## src/rtl/alu_ctrl_pkg.sv

```systemverilog
// alu_ctrl_pkg: ALU op codes, M-extension op codes, sequencer states and decode constants.
// rev 1.0
`default_nettype none

package alu_ctrl_pkg;

  typedef enum logic [3:0] {
    ALU_AND  = 4'b0000,
    ALU_SUB  = 4'b0001,
    ALU_ADD  = 4'b0010,
    ALU_OR   = 4'b0011,
    ALU_XOR  = 4'b0100,
    ALU_SLL  = 4'b0101,
    ALU_SRL  = 4'b0110,
    ALU_SRA  = 4'b0111,
    ALU_BEQ  = 4'b1000,
    ALU_SLT  = 4'b1001,
    ALU_SLTU = 4'b1010,
    ALU_BNE  = 4'b1011,
    ALU_BLT  = 4'b1100,
    ALU_BGE  = 4'b1101,
    ALU_BLTU = 4'b1110,
    ALU_BGEU = 4'b1111
  } alu_op_e;

  typedef enum logic [2:0] {
    MD_MUL    = 3'd0,
    MD_MULH   = 3'd1,
    MD_MULHSU = 3'd2,
    MD_MULHU  = 3'd3,
    MD_DIV    = 3'd4,
    MD_DIVU   = 3'd5,
    MD_REM    = 3'd6,
    MD_REMU   = 3'd7
  } muldiv_op_e;

  typedef enum logic [2:0] {
    ST_IDLE = 3'd0,
    ST_MUL  = 3'd1,
    ST_DIV  = 3'd2,
    ST_FIX  = 3'd3,
    ST_DONE = 3'd4
  } state_e;

  localparam logic [1:0] ALUOP_MEM    = 2'b00;
  localparam logic [1:0] ALUOP_BRANCH = 2'b01;
  localparam logic [1:0] ALUOP_REG    = 2'b10;
  localparam logic [1:0] ALUOP_JUMP   = 2'b11;

  localparam logic [6:0] FUNCT7_ALT    = 7'b0100000;
  localparam logic [6:0] FUNCT7_MULDIV = 7'b0000001;

  // rs1 is treated as signed for MULH, MULHSU, DIV and REM
  function automatic logic op_signed_a(input muldiv_op_e op);
    return (op == MD_MULH) || (op == MD_MULHSU) || (op == MD_DIV) || (op == MD_REM);
  endfunction

  function automatic logic op_signed_b(input muldiv_op_e op);
    return (op == MD_MULH) || (op == MD_DIV) || (op == MD_REM);
  endfunction

endpackage

`default_nettype wire

```

## src/rtl/alu_controller_m_muldiv_iter.sv

```systemverilog
// muldiv_iter: unsigned shift-add multiply / restoring divide, ITER_BITS per step on a {hi,lo} register.
// rev 1.0 -- ALU_CTRL_FAST_MUL_EN replaces the iterative multiply step with a full-width product.
`default_nettype none

module muldiv_iter #(
  parameter int XLEN      = 32,
  parameter int ITER_BITS = 1
) (
  input  logic                clk,
  input  logic                rst_n,
  input  logic                load,
  input  logic                step,
  input  logic                div_mode,
  input  logic [XLEN-1:0]     lo_in,
  input  logic [XLEN-1:0]     mcand_in,
  output logic [2*XLEN-1:0]   prod
);

  logic [XLEN-1:0] hi, lo, mcand;
  logic [XLEN-1:0] mul_hi, mul_lo, div_hi, div_lo;

`ifdef ALU_CTRL_FAST_MUL_EN
  logic [2*XLEN-1:0] full_prod;

  assign full_prod = {{XLEN{1'b0}}, lo} * {{XLEN{1'b0}}, mcand};
  assign mul_hi    = full_prod[2*XLEN-1:XLEN];
  assign mul_lo    = full_prod[XLEN-1:0];
`else
  logic [XLEN+ITER_BITS-1:0] acc;

  // lo holds the unconsumed multiplier bits; the product fills in from the top
  always_comb begin
    acc = {{ITER_BITS{1'b0}}, hi};
    for (int k = 0; k < ITER_BITS; k++) begin
      if (lo[k]) acc = acc + ({{ITER_BITS{1'b0}}, mcand} << k);
    end
    {mul_hi, mul_lo} = {acc, lo[XLEN-1:ITER_BITS]};
  end
`endif

  logic [XLEN:0]   part_rem;
  logic [XLEN-1:0] part_quo;

  // hi is the partial remainder, lo shifts the dividend out and the quotient in
  always_comb begin
    part_rem = {1'b0, hi};
    part_quo = lo;
    for (int k = 0; k < ITER_BITS; k++) begin
      part_rem = {part_rem[XLEN-1:0], part_quo[XLEN-1]};
      part_quo = {part_quo[XLEN-2:0], 1'b0};
      if (part_rem >= {1'b0, mcand}) begin
        part_rem    = part_rem - {1'b0, mcand};
        part_quo[0] = 1'b1;
      end
    end
    div_hi = part_rem[XLEN-1:0];
    div_lo = part_quo;
  end

  always_ff @(posedge clk or negedge rst_n) begin
    if (!rst_n) begin
      hi    <= '0;
      lo    <= '0;
      mcand <= '0;
    end else if (load) begin
      hi    <= '0;
      lo    <= lo_in;
      mcand <= mcand_in;
    end else if (step) begin
      if (div_mode) begin
        hi <= div_hi;
        lo <= div_lo;
      end else begin
        hi <= mul_hi;
        lo <= mul_lo;
      end
    end
  end

  assign prod = {hi, lo};

endmodule

`default_nettype wire

```

## src/rtl/alu_controller_m.sv

```systemverilog
// alu_controller_m: ALU decode plus valid/ready RV32M/RV64M multiply-divide sequencer.
// rev 1.0 -- define ALU_CTRL_FAST_MUL_EN for a single-cycle multiply (MUL* latency 3).
`default_nettype none

module alu_controller_m
  import alu_ctrl_pkg::*;
#(
  parameter int XLEN      = 32,
  parameter int ITER_BITS = 1
) (
  input  logic            clk,
  input  logic            rst_n,
  input  logic [1:0]      ALUOp,
  input  logic            IsRType,
  input  logic [6:0]      Funct7,
  input  logic [2:0]      Funct3,
  output logic [3:0]      Operation,
  output logic            IsMulDiv,
  input  logic            ReqValid,
  output logic            ReqReady,
  input  logic [XLEN-1:0] OpA,
  input  logic [XLEN-1:0] OpB,
  output logic            RspValid,
  input  logic            RspReady,
  output logic [XLEN-1:0] Result,
  output logic            Busy
);

  localparam int N     = XLEN / ITER_BITS;
  localparam int CNT_W = $clog2(N + 1);

  alu_op_e op_dec;

  assign IsMulDiv = (ALUOp == ALUOP_REG) && IsRType && (Funct7 == FUNCT7_MULDIV);

  always_comb begin
    op_dec = ALU_ADD;
    case (ALUOp)
      ALUOP_BRANCH: begin
        case (Funct3)
          3'b000:  op_dec = ALU_BEQ;
          3'b001:  op_dec = ALU_BNE;
          3'b100:  op_dec = ALU_BLT;
          3'b101:  op_dec = ALU_BGE;
          3'b110:  op_dec = ALU_BLTU;
          3'b111:  op_dec = ALU_BGEU;
          default: op_dec = ALU_ADD;
        endcase
      end
      ALUOP_REG: begin
        if (!IsMulDiv) begin
          case (Funct3)
            3'b000:  op_dec = (IsRType && Funct7 == FUNCT7_ALT) ? ALU_SUB : ALU_ADD;
            3'b001:  op_dec = ALU_SLL;
            3'b010:  op_dec = ALU_SLT;
            3'b011:  op_dec = ALU_SLTU;
            3'b100:  op_dec = ALU_XOR;
            3'b101:  op_dec = (Funct7 == FUNCT7_ALT) ? ALU_SRA : ALU_SRL;
            3'b110:  op_dec = ALU_OR;
            default: op_dec = ALU_AND;
          endcase
        end
      end
      default: op_dec = ALU_ADD;
    endcase
  end

  assign Operation = op_dec;

  state_e          state, state_nxt;
  logic [CNT_W-1:0] count;
  muldiv_op_e      op_q;
  logic            neg_a, neg_b, b_zero;
  logic [XLEN-1:0] result;
  logic            accept;

  assign ReqReady = (state == ST_IDLE);
  assign Busy     = (state != ST_IDLE);
  assign RspValid = (state == ST_DONE);
  assign Result   = result;
  assign accept   = ReqValid && ReqReady && IsMulDiv;

  muldiv_op_e      op_in;
  logic            sign_a_in, sign_b_in;
  logic [XLEN-1:0] mag_a, mag_b;

  assign op_in     = muldiv_op_e'(Funct3);
  assign sign_a_in = op_signed_a(op_in) && OpA[XLEN-1];
  assign sign_b_in = op_signed_b(op_in) && OpB[XLEN-1];
  assign mag_a     = sign_a_in ? -OpA : OpA;
  assign mag_b     = sign_b_in ? -OpB : OpB;

  logic [2*XLEN-1:0] prod;

  // divide keeps the dividend in lo and the divisor as mcand; multiply the reverse
  muldiv_iter #(
    .XLEN      (XLEN),
    .ITER_BITS (ITER_BITS)
  ) u_muldiv_iter (
    .clk      (clk),
    .rst_n    (rst_n),
    .load     (accept),
    .step     ((state == ST_MUL) || (state == ST_DIV)),
    .div_mode (state == ST_DIV),
    .lo_in    (Funct3[2] ? mag_a : mag_b),
    .mcand_in (Funct3[2] ? mag_b : mag_a),
    .prod     (prod)
  );

  always_ff @(posedge clk or negedge rst_n) begin
    if (!rst_n) state <= ST_IDLE;
    else        state <= state_nxt;
  end

  always_comb begin
    state_nxt = state;
    case (state)
      ST_IDLE: if (accept) state_nxt = Funct3[2] ? ST_DIV : ST_MUL;
`ifdef ALU_CTRL_FAST_MUL_EN
      ST_MUL:  state_nxt = ST_FIX;
`else
      ST_MUL:  if (count == CNT_W'(1)) state_nxt = ST_FIX;
`endif
      ST_DIV:  if (count == CNT_W'(1)) state_nxt = ST_FIX;
      ST_FIX:  state_nxt = ST_DONE;
      ST_DONE: if (RspReady) state_nxt = ST_IDLE;
      default: state_nxt = ST_IDLE;
    endcase
  end

  logic [2*XLEN-1:0] prod_signed;
  logic [XLEN-1:0]   quo, rem, fix_val;

  assign prod_signed = (neg_a ^ neg_b) ? -prod : prod;
  assign quo         = prod[XLEN-1:0];
  assign rem         = prod[2*XLEN-1:XLEN];

  // a zero divisor forces all-ones; the remainder sign follows the dividend
  always_comb begin
    fix_val = '0;
    case (op_q)
      MD_MUL:                        fix_val = prod[XLEN-1:0];
      MD_MULH, MD_MULHSU, MD_MULHU:  fix_val = prod_signed[2*XLEN-1:XLEN];
      MD_DIV, MD_DIVU:               fix_val = b_zero ? '1 : ((neg_a ^ neg_b) ? -quo : quo);
      default:                       fix_val = neg_a ? -rem : rem;
    endcase
  end

  always_ff @(posedge clk or negedge rst_n) begin
    if (!rst_n) begin
      count  <= '0;
      op_q   <= MD_MUL;
      neg_a  <= 1'b0;
      neg_b  <= 1'b0;
      b_zero <= 1'b0;
      result <= '0;
    end else begin
      if (accept) begin
        count  <= CNT_W'(N);
        op_q   <= op_in;
        neg_a  <= sign_a_in;
        neg_b  <= sign_b_in;
        b_zero <= (OpB == '0);
      end else if ((state == ST_MUL) || (state == ST_DIV)) begin
        count <= count - CNT_W'(1);
      end
      if (state == ST_FIX) result <= fix_val;
    end
  end

endmodule

`default_nettype wire
```

## config.mk

```make
export PLATFORM = sky130hd
export DESIGN_NAME = alu_controller_m
export DESIGN_NICKNAME = d
export VERILOG_FILES = /design/src/rtl/alu_ctrl_pkg.sv /design/src/rtl/alu_controller_m_muldiv_iter.sv /design/src/rtl/alu_controller_m.sv
export SDC_FILE = /design/constraint.sdc
export NUM_CORES = 1
export LEC_CHECK = 0
export ABC_AREA = 0
export CORE_ASPECT_RATIO = 0.7
export CORE_MARGIN = 1
export CORE_UTILIZATION = 35
export CTS_CLUSTER_SIZE = 24
export DETAILED_ROUTE_END_ITERATION = 10
export DONT_BUFFER_PORTS = 1
export PLACE_DENSITY_LB_ADDON = 0.3
export SETUP_SLACK_MARGIN = 0.1
export SYNTH_ARGS = -nofsm -noshare
export SYNTH_HDL_FRONTEND = slang
export SYNTH_SLANG_ARGS = --single-unit
```

## constraint.sdc

```tcl
create_clock -name clk -period 4.3 [get_ports clk]
set_input_delay 0.645 -clock clk [delete_from_list [all_inputs] [get_ports clk]]
set_output_delay 0.645 -clock clk [all_outputs]
set_load 0.01 [all_outputs]
```

# After elaboration in Yosys (flattened, before gate mapping)
# Index checks and enable logic that the tools add are counted.
[word_totals]
in_bits = 81
register_bits = 143
word_cells = 98
output_inout_bits = 40
[classes]
add_sub_neg = 8
n_mux = 31
reduce_logical = 23
bitwise_logic = 1
n_eq_ne = 24
magnitude_cmp = 1
[op_table]
columns = ["cell", "n"]
rows = [
  ["two-way mux 32 bit", 14],
  ["negation 32 bit", 4],
  ["one-hot mux 32 bit (3 select lines)", 1],
  ["two-way mux 64 bit", 1],
  ["negation 64 bit", 1],
  ["adder 32 x 32 -> 33 bit", 1],
  [">= comparator 33 x 32 -> 1 bit", 1],
  ["two-way mux 33 bit", 1],
  ["zero test 32 bit", 1],
  ["subtractor 32 bit", 1],
  ["one-hot mux 4 bit (7 select lines)", 1],
  ["one-hot mux 4 bit (6 select lines)", 1],
  ["== test 3 bit, second input constant", 7],
  ["== test 3 x 2 -> 1 bit, second input constant", 6],
  ["two-way mux 6 bit", 2],
  ["one-hot mux 3 bit (4 select lines)", 1],
  ["== test 3 x 1 -> 1 bit, second input constant", 3],
  ["zero test 3 bit", 3],
  ["two-way mux 3 bit", 3],
  ["one-hot mux 4 bit (2 select lines)", 1],
  ["== test 7 x 1 -> 1 bit, second input constant", 1],
  ["== test 7 x 6 -> 1 bit, second input constant", 1],
  ["logical AND 1 bit", 7],
  ["== test 6 x 1 -> 1 bit, second input constant", 1],
  ["14 further kinds", 24],
]

# Depth between registers and ports, before layout
[depth]
ltp_word = 8
mapped_depth = 15
ltp_nobuf = 14

# Modules after synthesis
# From an unflattened synthesis, not the netlist that was laid out.
[hier_totals]
cells_unflattened = 2087
hier_area_um2 = 15930.3
[modules_own_cells]
columns = ["module", "area_each_um2", "instances", "cells_per_inst", "seq_area_each_um2"]
rows = [
  ["muldiv_iter", 8401.8, 1, 1055, 2402.3],
  ["alu_controller_m", 7528.5, 1, 1032, 1176.1],
]

# Worst setup path before layout
# OpenSTA, ideal clock, no wires.
[synth_timing]
path_type = "register to register"
start = "register u_muldiv_iter.lo[0]"
end = "register result[4] (netlist: Result[4])"
setup_ns = 0.126
arrival_time_ns = 3.684
path_stages_with_launch = 16
path_slack_ns = 0.490
synth_period_minus_slack_ns = 3.810
t_required_ns = 4.174
n_path_buf = 3
cell_sequence = "dfrtp_1 > clkbuf_1 > clkinv_1 > clkbuf_1 > ha_1 > or3b_2 > or4_1 > clkbuf_1 > nor2_1 > nand3b_1 > or2_1 > o31ai_1 > nor2_1 > a311oi_1 > a21oi_1 > o32a_1"
[synth_via]
elab_chain_len = 4
elab_cells_between_ends = 6
cone_classes = "2 x add/sub; 4 x mux"
[synth_lines]
columns = ["element", "line_no", "text"]
rows = [
  ["start, declared", "alu_controller_m_muldiv_iter.sv:19", "logic [XLEN-1:0] hi, lo, mcand;"],
  ["start signal, assigned", "alu_controller_m_muldiv_iter.sv:67", "lo <= lo_in;"],
  ["start signal, assigned", "alu_controller_m_muldiv_iter.sv:72", "lo <= div_lo;"],
  ["start signal, assigned", "alu_controller_m_muldiv_iter.sv:75", "lo <= mul_lo;"],
  ["negation 32 bit", "alu_controller_m.sv:144", "MD_DIV, MD_DIVU: fix_val = b_zero ? '1 : ((neg_a ^ neg_b) ? -quo : quo);"],
  ["two-way mux 32 bit (2 in series)", "alu_controller_m.sv:144", ""],
  ["one-hot mux 32 bit (3 select lines) (*)", "alu_controller_m.sv:141", "case (op_q)"],
  ["end signal, assigned", "alu_controller_m.sv:167", "if (state == ST_FIX) result <= fix_val;"],
  ["end, declared", "alu_controller_m.sv:74", "logic [XLEN-1:0] result;"],
]
# Mark *: on every way between the ends. The rest lies on a longest branch, timed or not.
# A chain may end at the register's enable or synchronous reset.

# Final worst setup path
[layout_timing]
start = "register u_muldiv_iter.hi[0]"
end = "register u_muldiv_iter.hi[29]"
[layout_via]
elab_chain_len = 5
elab_cells_between_ends = 8
cone_classes = "2 x add/sub; 1 x order compare; 5 x mux"
[layout_lines]
columns = ["element", "line_no", "text"]
rows = [
  ["start, declared", "alu_controller_m_muldiv_iter.sv:19", ""],
  ["start signal, assigned", "alu_controller_m_muldiv_iter.sv:71", "hi <= div_hi;"],
  ["start signal, assigned", "alu_controller_m_muldiv_iter.sv:74", "hi <= mul_hi;"],
  ["adder 32 x 32 -> 33 bit (tied with other cells)", "alu_controller_m_muldiv_iter.sv:35", "if (lo[k]) acc = acc + ({{ITER_BITS{1'b0}}, mcand} << k);"],
  ["two-way mux 33 bit / two-way mux 32 bit (equally long branches)", "alu_controller_m_muldiv_iter.sv:35, alu_controller_m_muldiv_iter.sv:51", ""],
  ["two-way mux 32 bit (*)", "alu_controller_m_muldiv_iter.sv:70", "if (div_mode) begin"],
  ["two-way mux 32 bit (*)", "alu_controller_m_muldiv_iter.sv:69", "end else if (step) begin"],
  ["two-way mux 32 bit (*)", "alu_controller_m_muldiv_iter.sv:65", "end else if (load) begin"],
]
# Mark *: on every way between the ends. The rest lies on a longest branch, timed or not. The select of a mux whose other input is x is not followed.

==> impl_metrics.env <==
export IMPL_outcome="finished, violations left"
export IMPL_violations="design-rule violations"
export IMPL_grt_pass1_wl_mm=92.3
export IMPL_gp_congestion=0.994
export IMPL_r2r_start="u_muldiv_iter.hi[0]"
export IMPL_period_share_pct=90.7
export IMPL_grt_max_degree=144
export IMPL_yosys_register_bits=143
export IMPL_critPathMaxFanout=11
export IMPL_hold_viol=0
export IMPL_path_class="reg -> reg"
export IMPL_wire_per_inst_um=24.4
export IMPL_syn_num_nets=2206
export IMPL_r2r_slack_ns=0.40
export IMPL_dr_pass1_iters=9
export IMPL_antenna_found_initial=0
export IMPL_finalPower_mw=11.8
export IMPL_synth_warnings=0
export IMPL_holdCritPathClass="in -> async"
export IMPL_slew_viol_final=0
export IMPL_cp_start_kind="flop"
export IMPL_die_x_um=247
export IMPL_grt_overflow=0
export IMPL_dieArea_um2=43000
export IMPL_wirelength_mm=62.1
export IMPL_critPathMostFrequentCell="o211ai_1"
export IMPL_area_growth_pct=8.99
export IMPL_drive_above_1_share_pct=6.44
export IMPL_power_density_nw_per_um2=737
export IMPL_cts_tree="built"
export IMPL_drt_iter0_drc=2264
export IMPL_tns_ns=0
export IMPL_final_common_cell="nand2_1"
export IMPL_required_ns=4.68
export IMPL_n_antenna_cell=0
export IMPL_synthFlopType="dfrtp_1"
export IMPL_crit_start="u_muldiv_iter.hi[0]"
export IMPL_insertion_delay_ns=0.45
export IMPL_globalRouteTotalUtil_pct=28.6
export IMPL_viasPerCell=6.25
export IMPL_synth_edff_count=0
export IMPL_hold_ws_ns=0.0962
export IMPL_setup_viol_count_final=0
export IMPL_cp_num_cells=14
export IMPL_worst_ir_drop_vdd_uv=355
export IMPL_path_buf_inv=3
export IMPL_drc=8
export IMPL_dpl_hpwl_mm=47.7
export IMPL_postSynthAreaPerCell_um2=7.19
export IMPL_worst_r2r_cell_count=14
export IMPL_worst_pin_slew_ns=1.30
export IMPL_portBuffers=0
export IMPL_crit_arrival_ns=4.28
export IMPL_synth_cells=2051
export IMPL_die_h_um=174
export IMPL_cts_max_level=4
export IMPL_grt_pass1_vias=14218
export IMPL_max_stage_delay_ns=0.46
export IMPL_final_cells=2547
export IMPL_start_util_pct=35.7
export IMPL_fmax_ghz=0.256
export IMPL_dp_cells=2515
export IMPL_pin_count=121
export IMPL_rows=62
export IMPL_worstSetupEndpointType="flop"
export IMPL_clk_pin_slew_ns=0.07
export IMPL_finClkSkew_ns=0.0131
export IMPL_clock_path_buffers=2
export IMPL_cts_inserted_buffers=17
export IMPL_relSlewSlack_pct=13.3
export IMPL_ys_seq_area_share_pct=24.3
export IMPL_root_buffer="clkbuf_16"
export IMPL_cts_sinks=143
export IMPL_synthesis_area_um2=14800
export IMPL_crit_slowest_cell="a2111oi_2"
export IMPL_fin_crit_ns=3.90
export IMPL_post_cts_setup_buffers=0
export IMPL_final_cell_mix="nand2_1, a21oi_1, o21ai_0"
export IMPL_p_leak_nw=6.22
export IMPL_worstPathCellList="buf_4 -> ha_1 -> inv_1 -> fa_1 -> nand2b_1 -> a21oi_1 -> o211ai_1 -> a2111oi_2 -> buf_4 -> o211ai_1 -> a21oi_1 -> o211ai_1 -> a2111o_1 -> nand3_1"
export IMPL_rsz0062_at_grt="false"
export IMPL_antenna_left=0
export IMPL_nNetsFinal=2146
export IMPL_core_um2=41300
export IMPL_yosysUniqueCellTypes=78
export IMPL_cp_top_family="compound AO/OA/AOI/OAI gates"
export IMPL_ys_async_sr_fraction_pct=100
export IMPL_drv_cap=0
export IMPL_worst_r2r_endpoint="u_muldiv_iter.hi[29]"
export IMPL_num_vias=15914
-- power by group --
part	switching [mW]	leakage, nW	internal, mW
registers	0.722	1.71	1.86
clock network	0.657	0.289	0.939
logic	4.86	4.22	2.80
total	6.24	6.22	5.60
-- layout make-up --
type	instances	area (µm²)
Fill cell	4281	25200
Multi-Input combinational cell	1690	10400
Sequential cell	143	3580
Tap cell	544	681
Timing Repair Buffer	74	601
Clock buffer	21	460
Inverter	65	244
Clock inverter	10	138
-- per-stage QoR --
stage	cell area, µm²	utilization [%]	setup WS [ns]
CTS	16100	38.9	0.205
global placement	15400	37.4	0.265
detailed placement	15400	37.4	0.243
finish	16100	39.0	0.400
floorplan	14800	-	0.490
global route	16100	39.0	0.216
-- worst register-to-register path: stages (launching register included) --
cell and delay [ns]:
dfrtp_1 0.34, buf_4 0.19, ha_1 0.24, inv_1 0.08
fa_1 0.39, nand2b_1 0.19, a21oi_1 0.25, o211ai_1 0.25
a2111oi_2 0.46, buf_4 0.20, o211ai_1 0.16, a21oi_1 0.30
o211ai_1 0.23, a2111o_1 0.46, nand3_1 0.09
-- cell families (layout without fill, tap and decap cells) --
group | count (synthesis) | after routing | synth area share (%)
AOI/OAI and AO/OA | 715 | 715 | 30.0
xor gates and xnor gates | 168 | 168 | 9.97
adders and majority gates | 74 | 74 | 6.38
buffers and inverters | 218 | 170 | 5.72
DFF | 143 | 143 | 24.3
muxes | 25 | 25 | 1.70
and+or+nand+nor | 708 | 708 | 21.9
-- worst max-delay path by stage --
stage | end | slack, ns
finish | u_muldiv_iter.hi[29] | 0.40
global route | u_muldiv_iter.hi[29] | 0.22
CTS | u_muldiv_iter.hi[29] | 0.20
detailed placement | u_muldiv_iter.hi[29] | 0.24
global placement | u_muldiv_iter.hi[29] | 0.27
floorplan | Result[4] | 0.49
-- synth_stat cells, types with 5 or more instances --
cell type	instances	share of area, %
a2111oi_0	5	0.30
a211oi_1	30	1.5
a21o_1	28	1.4
a21oi_1	208	7.1
a221o_1	9	0.61
a221oi_1	8	0.47
a31oi_1	37	1.6
and2_1	8	0.34
and3_1	5	0.21
buf_1	12	0.31
buf_2	6	0.20
clkbuf_1	132	3.4
dfrtp_1	143	24
ha_1	72	6.1
inv_1	63	1.6
mux2i_1	24	1.6
nand2_1	275	7.0
nand2b_1	23	0.98
nand3_1	44	1.5
nand3b_1	6	0.31
nand4_1	10	0.42
nor2_1	198	5.0
nor2b_1	14	0.59
nor3_1	31	1.1
nor4_1	13	0.55
o211ai_1	37	1.9
o21a_1	5	0.25
o21ai_0	203	6.9
o21ai_1	12	0.41
o21bai_1	10	0.51
o221ai_1	25	1.5
o22a_1	7	0.42
o31ai_1	28	1.4
o32a_1	11	0.75
o41ai_1	10	0.59
or2_2	8	0.34
or3_1	34	1.4
or4_1	19	0.97
xnor2_1	92	5.5
xor2_1	76	4.5
-- metal layers --
layer	global-route usage [%]	vias up	wire length, µm
li1	-	7289	-
met1	45.3	7614	29200
met2	36.1	940	23300
met3	8.93	71	8260
met4	6.49	0	1280
met5	0	-	0
-- flip-flops by register name, indices dropped and copies added (netlist names) --
register	flops
neg_a	1
op_q	3
state	3
u_muldiv_iter.mcand	32
count	6
u_muldiv_iter.hi	32
neg_b	1
Result	32
b_zero	1
u_muldiv_iter.lo	32
-- timing repair --
| action | in CTS | in global routing |
|---|---|---|
| hold endpoints to repair | 143 | 0 |
| hold buffers | 1 | 0 |
| setup endpoints to repair | 0 | 3 |
| gates resized for setup | 0 | 2 |
Power figures use the tool's default switching activity.
